$ cat src/rtl/hdmi_video_timing_gen_if.sv
// Control/status bundle between the HDMI video timing generator and its host/frame-buffer side.
// The host side drives run control and frame-buffer status; the generator drives timing and address.
interface hdmi_video_timing_gen_if #(
  parameter int unsigned CNT_W  = 12,
  parameter int unsigned ADDR_W = 21
);
  logic              enable;
  logic [ADDR_W-1:0] addr_base;
  logic              pix_valid;
  logic              underflow_clr;

  logic [ADDR_W-1:0] addr;
  logic              addr_valid;
  logic              hsync;
  logic              vsync;
  logic              de;
  logic [CNT_W-1:0]  x;
  logic [CNT_W-1:0]  y;
  logic              sof;
  logic              eol;
  logic [15:0]       frame_cnt;
  logic              underflow;

  modport master (
    output enable, addr_base, pix_valid, underflow_clr,
    input  addr, addr_valid, hsync, vsync, de, x, y, sof, eol, frame_cnt, underflow
  );

  modport slave (
    input  enable, addr_base, pix_valid, underflow_clr,
    output addr, addr_valid, hsync, vsync, de, x, y, sof, eol, frame_cnt, underflow
  );
endinterface

$ cat src/rtl/hdmi_video_timing_gen.sv
// Pixel-clock video timing and frame-buffer address generator for the HDMI TX path.
// Read addresses lead the matching data-enable by RD_LAT cycles to absorb memory latency.
module hdmi_video_timing_gen #(
  parameter int unsigned H_PIXEL       = 640,
  parameter int unsigned H_FRONT_PORCH = 16,
  parameter int unsigned H_SYNC        = 96,
  parameter int unsigned H_TOT_PIXEL   = 800,
  parameter int unsigned V_PIXEL       = 480,
  parameter int unsigned V_FRONT_PORCH = 10,
  parameter int unsigned V_SYNC        = 2,
  parameter int unsigned V_TOT_PIXEL   = 525,
  parameter bit          H_SYNC_POL    = 1'b0,
  parameter bit          V_SYNC_POL    = 1'b0,
  parameter int unsigned CNT_W         = 12,
  parameter int unsigned ADDR_W        = 21,
  parameter int unsigned LINE_STRIDE   = 640,
  parameter int unsigned SCALE_SHIFT_X = 0,
  parameter int unsigned SCALE_SHIFT_Y = 0,
  parameter int unsigned RD_LAT        = 1
) (
  input  logic                   clk_low,
  input  logic                   reset,
  hdmi_video_timing_gen_if.slave vid
);

  localparam logic [CNT_W-1:0]  H_LAST     = CNT_W'(H_TOT_PIXEL - 1);
  localparam logic [CNT_W-1:0]  V_LAST     = CNT_W'(V_TOT_PIXEL - 1);
  localparam logic [CNT_W-1:0]  H_ACT      = CNT_W'(H_PIXEL);
  localparam logic [CNT_W-1:0]  V_ACT      = CNT_W'(V_PIXEL);
  localparam logic [CNT_W-1:0]  H_ACT_LAST = CNT_W'(H_PIXEL - 1);
  localparam logic [CNT_W-1:0]  HS_START   = CNT_W'(H_PIXEL + H_FRONT_PORCH);
  localparam logic [CNT_W-1:0]  HS_END     = CNT_W'(H_PIXEL + H_FRONT_PORCH + H_SYNC);
  localparam logic [CNT_W-1:0]  VS_START   = CNT_W'(V_PIXEL + V_FRONT_PORCH);
  localparam logic [CNT_W-1:0]  VS_END     = CNT_W'(V_PIXEL + V_FRONT_PORCH + V_SYNC);
  localparam logic [CNT_W-1:0]  Y_REP_MASK = CNT_W'((1 << SCALE_SHIFT_Y) - 1);
  localparam logic [ADDR_W-1:0] STRIDE     = ADDR_W'(LINE_STRIDE);

  typedef enum logic [1:0] {
    ST_IDLE,
    ST_RUN,
    ST_DRAIN
  } state_e;

  // One pipeline slot; hs/vs carry the physical line level (polarity already applied).
  typedef struct packed {
    logic             act;
    logic             hs;
    logic             vs;
    logic             sof;
    logic             eol;
    logic [CNT_W-1:0] x;
    logic [CNT_W-1:0] y;
  } stage_t;

  localparam stage_t STAGE_IDLE = '{
    act: 1'b0, hs: !H_SYNC_POL, vs: !V_SYNC_POL, sof: 1'b0, eol: 1'b0, x: '0, y: '0
  };

  state_e            state_q, state_d;
  logic [CNT_W-1:0]  h_q, h_d;
  logic [CNT_W-1:0]  v_q, v_d;
  logic [ADDR_W-1:0] line_base_q, line_base_d;
  logic [ADDR_W-1:0] addr_q, addr_d;
  logic              addr_valid_q, addr_valid_d;
  stage_t            stage_q [0:RD_LAT];
  stage_t            stage0_d;
  logic [15:0]       frame_cnt_q, frame_cnt_d;
  logic              underflow_q, underflow_d;

  logic running;
  logic h_wrap;
  logic v_wrap;
  logic frame_end;
  logic act_c;
  logic hs_on;
  logic vs_on;

  assign running   = (state_q != ST_IDLE);
  assign h_wrap    = (h_q == H_LAST);
  assign v_wrap    = (v_q == V_LAST);
  assign frame_end = h_wrap && v_wrap;
  assign act_c     = (h_q < H_ACT) && (v_q < V_ACT);
  assign hs_on     = (h_q >= HS_START) && (h_q < HS_END);
  assign vs_on     = (v_q >= VS_START) && (v_q < VS_END);

  // Run control, raster counters and per-line frame-buffer base.
  always_comb begin
    state_d     = state_q;
    h_d         = h_q;
    v_d         = v_q;
    line_base_d = line_base_q;

    unique case (state_q)
      ST_IDLE: begin
        if (vid.enable) begin
          state_d     = ST_RUN;
          line_base_d = vid.addr_base;
        end
      end
      ST_RUN, ST_DRAIN: begin
        if (vid.enable) begin
          state_d = ST_RUN;
        end else if ((state_q == ST_DRAIN) && frame_end) begin
          state_d = ST_IDLE;
        end else begin
          state_d = ST_DRAIN;
        end

        if (h_wrap) begin
          h_d = '0;
          v_d = v_wrap ? '0 : v_q + CNT_W'(1);
        end else begin
          h_d = h_q + CNT_W'(1);
        end

        // Advance to the next source line once every replicated copy has been shown.
        if (act_c && (h_q == H_ACT_LAST) && ((v_q & Y_REP_MASK) == Y_REP_MASK)) begin
          line_base_d = line_base_q + STRIDE;
        end
        if (frame_end && (state_d != ST_IDLE)) begin
          line_base_d = vid.addr_base;
        end
      end
      default: begin
        state_d = ST_IDLE;
        h_d     = '0;
        v_d     = '0;
      end
    endcase
  end

  always_ff @(posedge clk_low or negedge reset) begin
    if (!reset) begin
      state_q     <= ST_IDLE;
      h_q         <= '0;
      v_q         <= '0;
      line_base_q <= '0;
    end else begin
      state_q     <= state_d;
      h_q         <= h_d;
      v_q         <= v_d;
      line_base_q <= line_base_d;
    end
  end

  // Stage 0 decode, address, frame counter and underflow next-state.
  always_comb begin
    stage0_d     = STAGE_IDLE;
    addr_d       = addr_q;
    addr_valid_d = 1'b0;
    frame_cnt_d  = frame_cnt_q;

    if (running) begin
      stage0_d.act = act_c;
      stage0_d.hs  = hs_on ~^ H_SYNC_POL;
      stage0_d.vs  = vs_on ~^ V_SYNC_POL;
      stage0_d.sof = (h_q == '0) && (v_q == '0);
      stage0_d.eol = (h_q == H_ACT_LAST) && (v_q < V_ACT);
      stage0_d.x   = h_q;
      stage0_d.y   = v_q;
      addr_d       = line_base_q + ADDR_W'(h_q >> SCALE_SHIFT_X);
      addr_valid_d = act_c;
    end

    // Counts together with the sof output so both change on the same edge.
    if (stage_q[RD_LAT-1].sof) begin
      frame_cnt_d = frame_cnt_q + 16'd1;
    end

    underflow_d = (stage_q[RD_LAT].act && !vid.pix_valid) || (underflow_q && !vid.underflow_clr);
  end

  always_ff @(posedge clk_low or negedge reset) begin
    if (!reset) begin
      addr_q       <= '0;
      addr_valid_q <= 1'b0;
      frame_cnt_q  <= '0;
      underflow_q  <= 1'b0;
      for (int i = 0; i <= int'(RD_LAT); i++) begin
        stage_q[i] <= STAGE_IDLE;
      end
    end else begin
      addr_q       <= addr_d;
      addr_valid_q <= addr_valid_d;
      frame_cnt_q  <= frame_cnt_d;
      underflow_q  <= underflow_d;
      stage_q[0]   <= stage0_d;
      for (int i = 1; i <= int'(RD_LAT); i++) begin
        stage_q[i] <= stage_q[i-1];
      end
    end
  end

  assign vid.addr       = addr_q;
  assign vid.addr_valid = addr_valid_q;
  assign vid.hsync      = stage_q[RD_LAT].hs;
  assign vid.vsync      = stage_q[RD_LAT].vs;
  assign vid.de         = stage_q[RD_LAT].act;
  assign vid.x          = stage_q[RD_LAT].x;
  assign vid.y          = stage_q[RD_LAT].y;
  assign vid.sof        = stage_q[RD_LAT].sof;
  assign vid.eol        = stage_q[RD_LAT].eol;
  assign vid.frame_cnt  = frame_cnt_q;
  assign vid.underflow  = underflow_q;

endmodule

$ cat src/flat_wrapper.sv
// flat-port wrapper written by rule: the top's interface ports become plain ports
module hdmi_video_timing_gen_flat 
#(
  parameter int unsigned H_PIXEL       = 640,
  parameter int unsigned H_FRONT_PORCH = 16,
  parameter int unsigned H_SYNC        = 96,
  parameter int unsigned H_TOT_PIXEL   = 800,
  parameter int unsigned V_PIXEL       = 480,
  parameter int unsigned V_FRONT_PORCH = 10,
  parameter int unsigned V_SYNC        = 2,
  parameter int unsigned V_TOT_PIXEL   = 525,
  parameter bit          H_SYNC_POL    = 1'b0,
  parameter bit          V_SYNC_POL    = 1'b0,
  parameter int unsigned CNT_W         = 12,
  parameter int unsigned ADDR_W        = 21,
  parameter int unsigned LINE_STRIDE   = 640,
  parameter int unsigned SCALE_SHIFT_X = 0,
  parameter int unsigned SCALE_SHIFT_Y = 0,
  parameter int unsigned RD_LAT        = 1
)
  (clk_low, reset, vid_enable, vid_addr_base, vid_pix_valid, vid_underflow_clr, vid_addr, vid_addr_valid, vid_hsync, vid_vsync, vid_de, vid_x, vid_y, vid_sof, vid_eol, vid_frame_cnt, vid_underflow);
  hdmi_video_timing_gen_if #(.CNT_W(CNT_W), .ADDR_W(ADDR_W)) vid_i ();
  input  logic clk_low;
  input  logic reset;
  input wire logic [$bits(vid_i.enable)-1:0] vid_enable;
  input wire logic [$bits(vid_i.addr_base)-1:0] vid_addr_base;
  input wire logic [$bits(vid_i.pix_valid)-1:0] vid_pix_valid;
  input wire logic [$bits(vid_i.underflow_clr)-1:0] vid_underflow_clr;
  output wire logic [$bits(vid_i.addr)-1:0] vid_addr;
  output wire logic [$bits(vid_i.addr_valid)-1:0] vid_addr_valid;
  output wire logic [$bits(vid_i.hsync)-1:0] vid_hsync;
  output wire logic [$bits(vid_i.vsync)-1:0] vid_vsync;
  output wire logic [$bits(vid_i.de)-1:0] vid_de;
  output wire logic [$bits(vid_i.x)-1:0] vid_x;
  output wire logic [$bits(vid_i.y)-1:0] vid_y;
  output wire logic [$bits(vid_i.sof)-1:0] vid_sof;
  output wire logic [$bits(vid_i.eol)-1:0] vid_eol;
  output wire logic [$bits(vid_i.frame_cnt)-1:0] vid_frame_cnt;
  output wire logic [$bits(vid_i.underflow)-1:0] vid_underflow;
  assign vid_i.enable = vid_enable;
  assign vid_i.addr_base = vid_addr_base;
  assign vid_i.pix_valid = vid_pix_valid;
  assign vid_i.underflow_clr = vid_underflow_clr;
  assign vid_addr = vid_i.addr;
  assign vid_addr_valid = vid_i.addr_valid;
  assign vid_hsync = vid_i.hsync;
  assign vid_vsync = vid_i.vsync;
  assign vid_de = vid_i.de;
  assign vid_x = vid_i.x;
  assign vid_y = vid_i.y;
  assign vid_sof = vid_i.sof;
  assign vid_eol = vid_i.eol;
  assign vid_frame_cnt = vid_i.frame_cnt;
  assign vid_underflow = vid_i.underflow;
  hdmi_video_timing_gen #(.H_PIXEL(H_PIXEL), .H_FRONT_PORCH(H_FRONT_PORCH), .H_SYNC(H_SYNC), .H_TOT_PIXEL(H_TOT_PIXEL), .V_PIXEL(V_PIXEL), .V_FRONT_PORCH(V_FRONT_PORCH), .V_SYNC(V_SYNC), .V_TOT_PIXEL(V_TOT_PIXEL), .H_SYNC_POL(H_SYNC_POL), .V_SYNC_POL(V_SYNC_POL), .CNT_W(CNT_W), .ADDR_W(ADDR_W), .LINE_STRIDE(LINE_STRIDE), .SCALE_SHIFT_X(SCALE_SHIFT_X), .SCALE_SHIFT_Y(SCALE_SHIFT_Y), .RD_LAT(RD_LAT)) u_core (.clk_low(clk_low), .reset(reset), .vid(vid_i));
endmodule
$ cat config.mk
export PLATFORM = sky130hd
export DESIGN_NAME = hdmi_video_timing_gen_flat
export DESIGN_NICKNAME = d
export VERILOG_FILES = /design/src/rtl/hdmi_video_timing_gen_if.sv /design/src/rtl/hdmi_video_timing_gen.sv /design/src/flat_wrapper.sv
export SDC_FILE = /design/constraint.sdc
export NUM_CORES = 1
export LEC_CHECK = 0
export ABC_AREA = 1
export CELL_PAD_IN_SITES_DETAIL_PLACEMENT = 1
export CELL_PAD_IN_SITES_GLOBAL_PLACEMENT = 1
export CORE_UTILIZATION = 45
export DETAILED_ROUTE_END_ITERATION = 10
export HOLD_SLACK_MARGIN = 0.02
export MAX_ROUTING_LAYER = met4
export PLACE_DENSITY = 0.82
export SETUP_SLACK_MARGIN = 0.2
export SYNTH_ARGS = -nofsm -noshare
export SYNTH_HDL_FRONTEND = slang
export SYNTH_SLANG_ARGS = --single-unit
$ cat constraint.sdc
create_clock -name clk_low -period 3.8 [get_ports clk_low]
set_clock_uncertainty 0.2 [all_clocks]
set_input_delay 0.38 -clock clk_low [delete_from_list [all_inputs] [get_ports clk_low]]
set_output_delay 0.38 -clock clk_low [all_outputs]
set_load 0.03 [all_outputs]
Word-level counts from Yosys, hierarchy flattened
Cells that the tools add are included.
{"block": "totals", "register_bits": 144, "input_bits": 26, "out_inout_bits": 68, "elab_cells": 83}
{"block": "op_classes", "add_sub_neg": 5, "n_lt_le_gt_ge": 6, "n_eq_ne": 8, "mux": 16, "n_bitwise": 3, "n_reduce_logical": 23}
{"cell": "21-bit two-way mux", "count": 3}
{"cell": "12-bit case mux with 2 select lines", "count": 2}
{"cell": "21-bit case mux with 2 select lines", "count": 1}
{"cell": "12-bit by 10-bit equality test with 1-bit output (second input constant)", "count": 3}
{"cell": "12-bit two-way mux", "count": 3}
{"cell": "29-bit two-way mux", "count": 1}
{"cell": "12-bit by 1-bit adder with 12-bit output (second input constant)", "count": 2}
{"cell": "12-bit logical NOT", "count": 2}
{"cell": "12-bit by 10-bit less-than comparator with 1-bit output (second input constant)", "count": 2}
{"cell": "12-bit by 9-bit less-than comparator with 1-bit output (second input constant)", "count": 2}
{"cell": "21-bit by 10-bit adder with 21-bit output (second input constant)", "count": 1}
{"cell": "21-bit by 12-bit adder with 21-bit output", "count": 1}
{"cell": "16-bit by 1-bit adder with 16-bit output (second input constant)", "count": 1}
{"cell": "12-bit by 10-bit greater-or-equal comparator with 1-bit output (second input constant)", "count": 1}
{"cell": "12-bit by 9-bit greater-or-equal comparator with 1-bit output (second input constant)", "count": 1}
{"cell": "1-bit logical AND", "count": 11}
{"cell": "2-bit two-way mux", "count": 4}
{"cell": "2-bit nonzero test", "count": 3}
{"cell": "2-bit case mux with 2 select lines", "count": 1}
{"cell": "3-bit by 1-bit != test with 1-bit output (second input constant)", "count": 1}
{"cell": "1-bit inverter", "count": 3}
{"cell": "3-bit AND reduction", "count": 1}
{"cell": "2-bit by 1-bit equality test with 1-bit output (second input constant)", "count": 1}
{"cell": "2-bit equality test (second input constant)", "count": 1}
{"cell": "other kinds (8)", "count": 9}

Depth between registers and ports, before layout
Gate-level depths: netlist (run 1).
{"block": "logic_depth", "ltp_word": 10, "ltp_mapped": 13, "depth_no_buf": 13}

Worst setup path before layout (run 1)
Ideal clock, no wire load.
{"block": "synth_timing", "kind": "reg2reg", "start": "register u_core.h_q[0]", "end": "register u_core.addr_q[8], in the netlist u_core.vid.addr[8]", "setup_ps": 118, "arrival_time_ps": 1681, "required_time_ps": 3482, "setup_slack_ps": 1801, "path_stages_with_launch": 10, "path_buffers": 0, "synth_period_minus_slack_ps": 1999, "path_cell_list": "dfrtp_1 > ha_1 > fa_1 > nand3_1 > nand3_1 > nand2_1 > nand2_1 > or2_2 > nand3_1 > nand2_1"}
{"block": "synth_between", "elab_chain_len": 1}
{"element": "start: declaration", "line_no": "hdmi_video_timing_gen.sv:60", "source": "logic [CNT_W-1:0] h_q, h_d;"}
{"element": "start signal: assignment", "line_no": "hdmi_video_timing_gen.sv:135", "source": "h_q <= '0;"}
{"element": "start signal: assignment", "line_no": "hdmi_video_timing_gen.sv:140", "source": "h_q <= h_d;"}
{"element": "21-bit by 12-bit adder with 21-bit output", "line_no": "hdmi_video_timing_gen.sv:161", "source": "addr_d = line_base_q + ADDR_W'(h_q >> SCALE_SHIFT_X);"}
{"element": "end signal: assignment", "line_no": "hdmi_video_timing_gen.sv:183", "source": "addr_q <= addr_d;"}
{"element": "end: declaration", "line_no": "hdmi_video_timing_gen.sv:63", "source": "logic [ADDR_W-1:0] addr_q, addr_d;"}
No other way between the ends.
A chain may end at the register's enable or synchronous reset.

Worst setup path after layout (run 1)
{"block": "layout_timing", "start": "register u_core.state_q[1]", "end": "register u_core.v_q[6]"}
{"block": "layout_between", "elab_chain_len": 4, "word_cells_on_any_way": 8, "classes_between": "eq/ne (3); mux (1); bitwise (1); reduce/logical (3)"}
{"element": "start: declaration", "line_no": "hdmi_video_timing_gen.sv:59", "source": "state_e state_q, state_d;"}
{"element": "start signal: assignment", "line_no": "hdmi_video_timing_gen.sv:139", "source": "state_q <= state_d;"}
{"element": "2-bit by 1-bit equality test with 1-bit output or 2-bit equality test (tied branches)", "line_no": "hdmi_video_timing_gen.sv:93", "source": "unique case (state_q)"}
{"element": "2-bit OR reduction", "line_no": "hdmi_video_timing_gen.sv:93"}
{"element": "2-bit by 1-bit != test with 1-bit output (no source line)"}
{"element": "2-bit AND reduction (no source line)"}
{"element": "end signal: assignment", "line_no": "hdmi_video_timing_gen.sv:141", "source": "v_q <= v_d;"}
{"element": "end: declaration", "line_no": "hdmi_video_timing_gen.sv:61", "source": "logic [CNT_W-1:0] v_q, v_d;"}
Several ways; a longest one is shown, not always the timed one.

==> results.md, run 1 <==
* # diodes at 0
* Synth Flop Type: dfrtp_1
* Hold Path Class: register to register
* Via count at 6010
* DR WL/cell at 16.4 um
* Worst Path Required at around 3900 ps
* Later-pin clock latency in the skew report at ~430 ps
* Fmax at 0.414 GHz
* Drt first pass iters at 4
* Post-Syn Instances at approximately 880
* Grt ovf at 0
* Clock sink count at between 100 and 150
* Final setup TNS at 0 ps
* Reg clk slew, reported paths at 70 ps
* Top post-synthesis cells by area: dfrtp_1, nand2_1, inv_1
* Post-route design area at 8960 sq um
* Ports at 94
* Final slew viol count at 0
* Final worst slack at between 1000 and 1500 ps
* Fin. Hold Viols at 0
* Core ar. at 16000 sq um
* Dpl hpwl at 13800 um
* FFs w/ async S/R, synth at 100%
* DIE WIDTH at 130 um
* Post-CTS Setup Inserts at 0
* Crit path launch type: register
* # setup viols final at 0
* LEAKAGE at 4.40 nW
* Synth warnings at 0
* Critical Path Max Stage Delay at 400 ps
* Status: completed
* Vias in the first global route at 6174
* Post-synth top area share at 46.9%
* CTS tree: built
* Tot GR Track Use at 25.4%
* Mean Syn Cell Area at 8.43 sq um
* Syn-to-layout area delta at 21.0%
* Post-CTS Hold Buffers at 1
* Top cell family by delay on the critical path: buffers and inverters
* Hold Crit Depth at 0
* Worst path bufs/invs at 3
* Initial Util at between 40% and 50%
* Slew Limit Headroom at 27.7%
* Standard-cell row count at 46
* Reg2reg path depth at 8
* Final Util at 56.0%
* Clock Tree Root: clkbuf_16
* Fin crit period at 2420 ps
* Post-synth EDFFs at 0
* Cell area after synthesis at 7410 sq um
* CP max stage cell: inv_2
* CP max FO at 26
* H-tree Lvls at 4
* Worst EP arrival at 2530 ps
* Drt first-iter violations at 285
* Yosys reg bits at 143
* Clock Path Buffers at 2
* Crit-path most repeated cell: inv_2
* Gpl congestion at 0.855
* Pwr dens at 755 nW/um^2
* Critical path endpoint category: register
* Die Span Y at roughly 130 um
* CP Cell Sequence: inv_1, ha_2, inv_2, nand2_2, inv_2, nand2_1, o21ai_0, a21oi_1
* Unrepaired setup endpoints after global routing: false
* Post-cts resize count at 0
* Sequential share of the synthesized area at 48.4%
* Crit path depth at 8
* CTS Buf Count at 17
* Final period util at 63.6%
* Largest net degree at the start of global routing at 118
* Hold Slack at about 150 ps
* Initial antenna violation count at 0
* Port bufs at 93
* First-pass GRT wire length at 31800 um
* Die area at 17000 sq um
* Slew @ Worst Pin at 1080 ps
* Yosys top cell by area: dfrtp_1
* Fraction of layout cells with a size suffix above 1 at 10.7%
* Via/cell ratio at 5.08
* Synth unique cells at 47
* Worst IR Drop VDD at 438 uV
* Count of nets after finishing at approximately 1000
* Placed Area at 8320 sq um
* Maxcap violations at 0
* DRC Markers at 0
* Syn nets at 927
* Routed Antenna Nets at 0
* Final wirelength at 19400 um
* Dpl ws at 1400 ps
* CP Class: register to register
==> per-layer routing <==
layer  GRT usage [%]  up-vias  share of wire [%]
met3            4.35       18                3.9
li1                -     2901                  -
met5               -        -                  0
met4            7.46        0                1.1
met1            32.3     2964                 45
met2            41.5      127                 50
==> final cells by class <==
type                       count  area [sq um]
sequential                   143          3580
timing repair buffer          97           965
inverter                     103           387
tap                          216           270
clock inverter                15           214
fill                        1941          7040
multi-input combinational    591          3120
clock buffer                  17           425
==> worst paths after layout <==
kind | start | endpoint | slack, ps
worst max-delay path | u_core.state_q[1]$_DFFE_PN0P_ | u_core.v_q[6]$_DFFE_PN0P_ | 1380
worst min-delay path | u_core.stage_q[48]$_DFF_PN0_ | u_core.vid.x[7]$_DFF_PN0_ | 150
worst max register to register | u_core.state_q[1]$_DFFE_PN0P_ | u_core.v_q[6]$_DFFE_PN0P_ | 1380
worst min register to register | u_core.stage_q[48]$_DFF_PN0_ | u_core.vid.x[7]$_DFF_PN0_ | 150
max in group asynchronous | reset | u_core.vid.addr[2]$_DFFE_PN0N_ | 1990
min in group asynchronous | reset | u_core.vid.frame_cnt[11]$_DFFE_PN0P_ | 440
==> synth_stat cells (5+ instances only) <==
master    count
a21oi_1      19
buf_1         5
buf_4        26
buf_6         7
dfrtp_1     139
ha_1         21
inv_1        92
inv_2        11
nand2_1     248
nand2_2      10
nand3_1      68
nand3b_1      5
nand4_1      15
nor2_1       73
nor2_2        8
nor3_1       20
o21ai_0      23
o21ai_2      11
xnor2_1      10
xor2_1       23
==> worst register-to-register path, cell delays in order, from the launching register on <==
cell	delay (ps)
dfrtp_1	380
inv_1	60
ha_2	190
inv_2	400
nand2_2	310
inv_2	370
nand2_1	200
o21ai_0	130
a21oi_1	60
==> power breakdown <==
| part | switching (mW) | leakage (nW) | internal, mW |
|---|---|---|---|
| clock network | 0.752 | 0.311 | 1.07 |
| registers | 0.303 | 1.91 | 1.86 |
| logic | 1.85 | 2.18 | 0.927 |
| total | 2.91 | 4.40 | 3.86 |
==> state kept, by name (all words and copies together), names as in the netlist <==
name	cells
u_core.stage_q	28
u_core.line_base_q	21
u_core.vid.addr	21
u_core.vid.frame_cnt	16
u_core.h_q	12
u_core.v_q	12
u_core.vid.x	12
u_core.vid.y	12
u_core.state_q	2
u_core.vid.addr_valid	1
u_core.vid.de	1
u_core.vid.eol	1
u_core.vid.hsync	1
u_core.vid.sof	1
u_core.vid.underflow	1
u_core.vid.vsync	1
==> placed cells by master, fill, tap and decap left out, types with 17 or more instances in the layout <==
cell type and n:
a21oi_1 19, clkbuf_16 17, clkdlybuf4s50_1 92, dfrtp_1 139, ha_1 20, inv_1 92, nand2_1 248, nand3_1 68
nor2_1 73, nor3_1 20, o21ai_0 23, xor2_1 23
==> metrics by stage <==
step / instances / total power [mW]
6_report: 1182 / 6.76
5_1_grt: 1182 / 7.20
4_1_cts: 1182 / 6.84
3_5_place_dp: 1149 / 4.96
3_3_place_gp: 1149 / 4.86
2_1_floorplan: 879 / 4.20
==> cells by family after synthesis <==
group | after synthesis | synth area share, %
flip-flops | 143 | 48.4
AO/OA/AOI/OAI | 63 | 5.10
buffers and inverters | 145 | 9.56
XOR/XNOR | 33 | 3.90
AND/OR/NAND/NOR | 473 | 29.3
adder cells (fa/ha/maj) | 22 | 3.82
Power figures use the tool's default switching activity.
==> inputs of run 2 (changes only) <==
Settings changed: CORE_UTILIZATION 45 to 42, PLACE_DENSITY 0.82 to 0.77.
Clock period 3.8 ns to 2.4 ns, I/O delays scaled along.
==> run 2 against run 1 <==
  * Wire length rose by 6.6%
  * Critical endpoint is now u_core.line_base_q[19]$_DFFE_PN0P_
  * Core utilization decreased by 1.4 points
  * Clock power increased by 38%
  * First-iteration DRC count is 8.1% higher
==> results.md, run 2 (synthesis gave the netlist of run 1 again) <==
* Syn-to-layout area delta at 27.1% (was 21.0%)
* Slew @ Worst Pin at 486 ps (was 1080 ps)
* Gpl congestion at 0.856 (was 0.855)
* Reg clk slew, reported paths at 60 ps (was 70 ps)
* Max FFs per register at 28 (unchanged)
* Met3 WL post-DR at 760 um (was 764 um)
* Final slew viol count at 0 (unchanged)
* Ports at 94 (unchanged)
* Clock Tree Root: clkbuf_16 (unchanged)
* Reg with most FFs: u_core.stage_q (unchanged)
* Crit path launch type: register (unchanged)
* # diodes at 0 (unchanged)
* Slew Limit Headroom at 67.3% (was 27.7%)
* Placed Area at 8450 sq um (was 8320 sq um)
* Hold Slack at 108 ps (was 148 ps)
* Via/cell ratio at 5.11 (was 5.08)
* Clock share of power at 22.4% (was 26.9%)
* Via count at 6236 (was 6010)
* Unrepaired setup endpoints after global routing: true (was false)
* Standard-cell row count at 48 (was 46)
* Final Util at 54.6% (was 56.0%)
* Critical Path Max Stage Delay at 390 ps (was 400 ps)
* Int Pwr at 6.42 mW (was 3.86 mW)
* Fraction of layout cells with a size suffix above 1 at 16.8% (was 10.7%)
* Later-pin clock latency in the skew report at 430 ps (about the same)
* Tot Pwr at 11.3 mW (was 6.76 mW)
* Initial Util at 43.0% (was 46.3%)
* Worst IR Drop VDD at 577 uV (was 438 uV)
* Drt first pass iters at 4 (unchanged)
* Post-route design area at 9420 sq um (was 8960 sq um)
* Worst Path Required at 2560 ps (was 3910 ps)
* Top cell family by delay on the critical path: simple AND/OR/NAND/NOR gates (was buffers and inverters)
* Worst EP arrival at 2290 ps (was 2530 ps)
* Port bufs at 93 (unchanged)
* CTS tree: built (unchanged)
* Clock sink count at 143 (unchanged)
* Count of nets after finishing at 1031 (was 1001)
* Worst path bufs/invs at 2 (was 3)
* Final worst slack at 278 ps (was 1380 ps)
* Routed Antenna Nets at 0 (unchanged)
* Final period util at 88.4% (was 63.6%)
* Fin crit period at 2120 ps (was 2420 ps)
* Met2 WL at 10200 um (was 9610 um)
* Combinational cell fraction of total power at 47.0% (was 41.1%)
* Status: completed (unchanged)
* Vias in the first global route at 6365 (was 6174)
* Initial antenna violation count at 0 (unchanged)
* P_sw at 4.87 mW (was 2.91 mW)
* CP Class: register to register (unchanged)
* Core ar. at 17200 sq um (was 16000 sq um)
* CP max stage cell: dfrtp_1 (was inv_2)
* # setup viols final at 0 (unchanged)
* Grt ovf at 0 (unchanged)
* Met1 Wirelength at 9270 um (was 8800 um)
* Clock Path Buffers at 2 (unchanged)
* LEAKAGE at 4.50 nW (was 4.40 nW)
* Final setup TNS at 0 ps (unchanged)
* Drt first-iter violations at 308 (was 285)
* CP Cell Sequence: inv_1, ha_4, nor2_2, a21oi_2, inv_1, nor2_4, nand3_4, nand2_4, nand2_1, nand2_1 (was inv_1, ha_2, inv_2, nand2_2, inv_2, nand2_1, o21ai_0, a21oi_1)
* Final wirelength at 20700 um (was 19400 um)
* H-tree Lvls at 4 (unchanged)
* Commonest cells after routing, fill and taps aside: nand2_1, dfrtp_1, clkdlybuf4s50_1 (was nand2_1, dfrtp_1, inv_1, clkdlybuf4s50_1, nor2_1)
* Largest net degree at the start of global routing at 49 (was 118)
* Fin. Hold Viols at 0 (unchanged)
* Tot GR Track Use at 24.5% (was 25.4%)
* Critical path endpoint category: register (unchanged)
* Fmax at 0.471 GHz (was 0.414 GHz)
* Final non-filler cell total at 1220 (was 1182)
* Highest layer used for signal routing: met4 (unchanged)
* Dpl ws at 68.2 ps (was 1400 ps)
* First-pass GRT wire length at 33000 um (was 31800 um)
* CTS Buf Count at 17 (unchanged)
* DIE WIDTH at 135 um (was 130 um)
* Pwr dens at 1200 nW/um^2 (was 755 nW/um^2)
* Switching Fraction at 43.1% (was 43.0%)
* Flop pwr share at 30.6% (was 32.0%)
* Inst Count DP at 1173 (was 1149)
* Maxcap violations at 0 (unchanged)
* Die Span Y at 135 um (was 130 um)
* CP max FO at 7 (was 26)
* Dpl hpwl at 14200 um (was 13800 um)
* Hold Path Class: primary input to asynchronous set/reset pin (was register to register)
* DRC Markers at 0 (unchanged)
* Commonest non-fill, non-tap cell in the layout: nand2_1 (unchanged)
* Die area at 18200 sq um (was 17000 sq um)
* DR WL/cell at 16.9 um (was 16.4 um)
## run 2: layout make-up
type                            count  area [sq um]
Fill cell                        2055          7820
Sequential cell                   143          3600
Multi-Input combinational cell    596          3390
Timing Repair Buffer              122          1200
Clock buffer                       20           447
Inverter                          103           392
Tap cell                          225           282
Clock inverter                     11           108
## run 2: power by group through the flow
stage	Combinational, mW	Clock, mW	Sequential, mW
global route	5.78	2.68	3.51
finish	5.31	2.52	3.46
global placement	4.50	0	3.42
floorplan	2.90	0	3.75
CTS	5.06	2.58	3.41
detailed placement	4.59	0	3.44
## run 2: repair_timing
| action | in CTS | in global routing |
|---|---|---|
| pin swaps | 4 | 3 |
| resized for setup | 15 | 38 |
| gates cloned | 2 | 3 |
| buffers inserted | 7 | 3 |
| hold endpoints to repair | 116 | 0 |
| endpoints found under the setup margin | 26 | 41 |
| hold buffers | 1 | 0 |
## run 2: final timing paths
path                                                from                             endpoint  slack, ps  cells past startpoint
setup / recovery           u_core.state_q[1]$_DFFE_PN0P_   u_core.line_base_q[19]$_DFFE_PN0P_        280                     10
hold / removal                                     reset  u_core.vid.frame_cnt[8]$_DFFE_PN0P_        110                      2
setup reg to reg           u_core.state_q[1]$_DFFE_PN0P_   u_core.line_base_q[19]$_DFFE_PN0P_        280                     10
hold reg to reg             u_core.stage_q[32]$_DFF_PN0_            u_core.vid.y[3]$_DFF_PN0_        150                      0
max in group asynchronous                          reset           u_core.vid.hsync$_DFF_PN1_       1120                      3
min in group clk_low        u_core.stage_q[32]$_DFF_PN0_            u_core.vid.y[3]$_DFF_PN0_        150                      0
## run 2: per-layer routing
metal / up-vias / global-route usage, %
met5: - / -
met4: 0 / 7.30
met3: 34 / 4.54
met2: 146 / 39.9
met1: 3076 / 31.1
li1: 2980 / -
